==> config.mk <==
export PLATFORM = sky130hd
export DESIGN_NAME = sync_fifo
export DESIGN_NICKNAME = d
export VERILOG_FILES = /design/src/rtl/sync_fifo.sv
export SDC_FILE = /design/constraint.sdc
export NUM_CORES = 1
export LEC_CHECK = 0
export CAP_MARGIN = 20
export CORE_MARGIN = 4
export CORE_UTILIZATION = 50
export DETAILED_ROUTE_END_ITERATION = 12
export PLACE_DENSITY_LB_ADDON = 0.3
export SYNTH_ARGS = -nofsm -noshare
export SYNTH_HDL_FRONTEND = slang
export SYNTH_SLANG_ARGS = --single-unit
==> constraint.sdc <==
create_clock -name clk -period 3 [get_ports clk]
set_input_delay 0.3 -clock clk [delete_from_list [all_inputs] [get_ports clk]]
set_output_delay 0.3 -clock clk [all_outputs]
set_load 0.05 [all_outputs]
==> src/rtl/sync_fifo.sv <==
// Single-clock FIFO with registered full/empty/level flags, show-ahead read
// data and one-cycle overflow/underflow pulses for flow control.
module sync_fifo #(
  parameter int DATA_WIDTH = 8,
  parameter int ADDR_WIDTH = 4
) (
  input  logic                  clk,
  input  logic                  rst,
  input  logic [DATA_WIDTH-1:0] wdata,
  input  logic                  winc,
  output logic                  wfull,
  input  logic                  rinc,
  output logic [DATA_WIDTH-1:0] rdata,
  output logic                  rempty,
  output logic [ADDR_WIDTH:0]   level,
  output logic                  wovf,
  output logic                  rudf
);

  localparam int DEPTH = 2 ** ADDR_WIDTH;

  // Storage is deliberately left out of reset; pointers alone define validity.
  logic [DATA_WIDTH-1:0] mem [DEPTH];

  // Pointers carry one extra wrap bit so full and empty are distinguishable.
  logic [ADDR_WIDTH:0]   wptr_reg, wptr_next;
  logic [ADDR_WIDTH:0]   rptr_reg, rptr_next;
  logic [ADDR_WIDTH:0]   level_reg, level_next;
  logic                  rempty_reg, rempty_next;
  logic                  wfull_reg, wfull_next;
  logic                  wovf_reg, rudf_reg;
  logic                  write_en, read_en;
  logic [DATA_WIDTH-1:0] head_word;

  // Acceptance decisions use the registered flags only, so a simultaneous
  // read never frees space for a write at full, nor a write feed a read at empty.
  always_comb begin
    write_en = winc && !wfull_reg && !rst;
    read_en  = rinc && !rempty_reg && !rst;
  end

  // Next pointer values and the exact flags derived from them.
  always_comb begin
    wptr_next   = wptr_reg + {{ADDR_WIDTH{1'b0}}, write_en};
    rptr_next   = rptr_reg + {{ADDR_WIDTH{1'b0}}, read_en};
    level_next  = wptr_next - rptr_next;
    rempty_next = (wptr_next == rptr_next);
    wfull_next  = (wptr_next[ADDR_WIDTH-1:0] == rptr_next[ADDR_WIDTH-1:0]) &&
                  (wptr_next[ADDR_WIDTH] != rptr_next[ADDR_WIDTH]);
  end

  // Pointer, flag and error-pulse registers.
  always_ff @(posedge clk) begin
    if (rst) begin
      wptr_reg   <= '0;
      rptr_reg   <= '0;
      level_reg  <= '0;
      rempty_reg <= 1'b1;
      wfull_reg  <= 1'b0;
      wovf_reg   <= 1'b0;
      rudf_reg   <= 1'b0;
    end else begin
      wptr_reg   <= wptr_next;
      rptr_reg   <= rptr_next;
      level_reg  <= level_next;
      rempty_reg <= rempty_next;
      wfull_reg  <= wfull_next;
      wovf_reg   <= winc && wfull_reg;
      rudf_reg   <= rinc && rempty_reg;
    end
  end

  // Storage write port.
  always_ff @(posedge clk) begin
    if (write_en) begin
      mem[wptr_reg[ADDR_WIDTH-1:0]] <= wdata;
    end
  end

  // Show-ahead head word; stale storage is masked to zero while empty.
  always_comb begin
    head_word = mem[rptr_reg[ADDR_WIDTH-1:0]];
  end

  for (genvar gi = 0; gi < DATA_WIDTH; gi++) begin : g_rdata_mask
    assign rdata[gi] = head_word[gi] & ~rempty_reg;
  end

  assign wfull  = wfull_reg;
  assign rempty = rempty_reg;
  assign level  = level_reg;
  assign wovf   = wovf_reg;
  assign rudf   = rudf_reg;

endmodule

==> flow_summary.json <==
{
  "cp-end-kind": "primary output",
  "firstDrtPassIters": 4,
  "synthAdderAreaFrac_pct": 2.22,
  "worst_pin_slew_ns": 0.784,
  "finalMaxSlewViolations": 0,
  "yosysSeqAreaShare_pct": 73.6,
  "cts.htree.levels": 4,
  "drc_errors": 0,
  "synth_warnings": 0,
  "ir_worst_vdd_uv": 764,
  "grt_max_degree": 34,
  "synth_top_family_by_area": "multiplexers",
  "cts_buffers": 17,
  "clock-sinks": 147,
  "synth_top_cell_by_area": "edfxtp_1",
  "ys.flop_type": "edfxtp_1",
  "fmaxAchievable_mhz": 388,
  "path_class": "reg -> out",
  "maxCapViolations": 0,
  "worst_ep_required_time_ns": 2.70,
  "clockBufferDepth": 2,
  "tns_ns": 0,
  "synth_nets": 323,
  "fin_area_um2": 6970,
  "io_buffers": 28,
  "synthToLayoutAreaGrowth_pct": 21.4,
  "synthXorXnorAreaFrac_pct": 2.27,
  "yosys.area_share.simple_pct": 4.56,
  "fp-row-count": 38,
  "gp_congestion": 0.848,
  "fin_nets": 374,
  "die_height_um": 115,
  "postRouteAntennaNets": 0,
  "clk_pin_slew_ns": 0.06,
  "antennaDiodeCount": 0,
  "synth-seq-cells": 147,
  "post-cts-setup-buffer-count": 0,
  "drt-vias-per-instance": 5.74,
  "yosys-top-cells-count": "edfxtp_1, mux4_2, nor2_1, dfxtp_1, a22oi_1",
  "slew_headroom_pct": 47.5,
  "largest_reg_flops": 128,
  "synthCells": 304,
  "hold_path.class": "in -> reg",
  "wl_per_cell_um": 22.0,
  "antenna_found_initial": 0,
  "finalCriticalPeriod_ns": 2.58,
  "drt_wl_total_um": 11200,
  "place_area_um2": 6370,
  "dr_total_vias": 2914,
  "hold_viol": 0,
  "dp_cells": 476,
  "yosysMostFrequentCell": "edfxtp_1",
  "synth_area_per_cell_um2": 18.9,
  "worst-r2r-cell-count": 8,
  "cts_hold_buffers": 0,
  "final_layout_size_suffix_gt1_share_pct": 26.4,
  "finalClockSkew_ns": 0.0110,
  "synth-edff-count": 128,
  "rsz0062_at_grt": "false",
  "netlist.area_leader.share_pct": 67.0,
  "arrival_ns": 2.28,
  "track_usage_pct": 18.9,
  "root_buffer": "clkbuf_16",
  "ys_types": 32,
  "initial_core_util_pct": 52.0,
  "grt_pass1_vias": 3101,
  "grt_pass1_wl_um": 17600,
  "crit_path_max_fanout": 32,
  "final_cells": 508,
  "ctsResizeCount": 0,
  "overflow": 0,
  "synth_compound_area_share_pct": 3.01,
  "leakagePower_nw": 2.32,
  "setup_viol": 0,
  "core_area_um2": 11000,
  "dp_hpwl_um": 6850,
  "synth_area_leaders": "edfxtp_1, mux4_2, dfxtp_1",
  "syn_area_um2": 5740,
  "hold_depth": 2,
  "start_kind": "flip-flop",
  "clkLatencyLatePin_ns": 0.42,
  "powerDensity_nw_per_um2": 664,
  "synthMuxAreaShare_pct": 12.6,
  "cts_tree": "built",
  "min_period_over_period_pct": 86.0,
  "fill_cells": 788,
  "ys_async_sr_fraction_pct": 0,
  "dieWidth_um": 115,
  "outcome": "complete, no violations",
  "drtIter0Drc": 260,
  "ioPinCount": 29,
  "design.die.area_um2": 13300
}
[critical path: stages (launching register included)]
cell	delay (ns)
dfxtp_2	0.35
buf_12	0.25
mux4_2	0.54
a22oi_1	0.31
a21oi_1	0.19
buf_12	0.18
[where the power goes]
part	leakage, nW	total, mW	internal (mW)	switching [mW]
clock	0.304	2.06	1.29	0.768
combinational	0.708	0.312	0.133	0.179
sequential	1.31	2.25	2.24	0.00849
total	2.32	4.62	3.67	0.955
[stage by stage]
| step | hold slack (ns) | power (mW) | utilization, % | setup WS [ns] |
|---|---|---|---|---|
| global placement | 0.502 | 2.60 | 57.7 | 0.164 |
| CTS | 0.499 | 4.67 | 63.2 | 0.368 |
| global route | 0.507 | 4.79 | 63.2 | 0.275 |
| floorplan | 0.399 | 2.47 | - | 0.0947 |
| detailed placement | 0.520 | 2.61 | 57.7 | 0.113 |
| finish | 0.518 | 4.62 | 63.2 | 0.420 |
[kinds of logic (layout without fill, tap and decap cells)]
kind of cell	count (synthesis)	after routing
AO/OA/AOI/OAI	26	26
buffers and inverters	23	87
multiplexers	32	32
XOR/XNOR	14	14
AND/OR/NAND/NOR	52	52
flip-flops	147	147
adder cells (fa/ha/maj)	10	10
[layer usage]
metal | global-route usage [%] | up-vias | routed length [µm]
li1 | - | 1311 | -
met1 | 23.8 | 1491 | 4410
met2 | 31.0 | 97 | 5840
met3 | 5.63 | 15 | 746
met4 | 7.36 | 0 | 195
met5 | 0 | - | 0
[layout make-up]
class,instances,area (µm²),share of cell area [%]
clock buffers,25,561,8.04
clock inverters,7,37.5,0.539
multi-input cells,134,1410,20.3
well taps,140,175,2.51
inverters,5,18.8,0.269
repair buffers,50,538,7.72
flip-flops and latches,147,4230,60.6
[path summary, 6_finish.rpt]
kind	startpoint	end	slack, ns
hold reg to reg	wptr_reg[4]	wptr_reg[4]	0.52
hold / removal	rinc	rudf	0.52
setup reg to reg	rempty	level[4]	0.54
setup / recovery	rptr_reg[0]	rdata[4]	0.42
[placed cells by master, fill, tap and decap left out, types with 3 or more instances in the layout]
cell type,Yosys,layout
dfxtp_1,19,18
clkdlybuf4s50_1,0,20
inv_1,5,5
clkinv_2,0,5
xor2_1,8,8
ha_1,6,6
mux4_2,32,32
edfxtp_1,128,128
a22oi_1,16,16
buf_12,0,9
xnor2_1,5,5
nor2_1,27,27
clkbuf_16,0,21
nand3_1,5,5
buf_4,0,21
a21oi_1,9,9
nor3_1,5,5
nor2b_1,3,3
(Power assumes the default switching activity.)
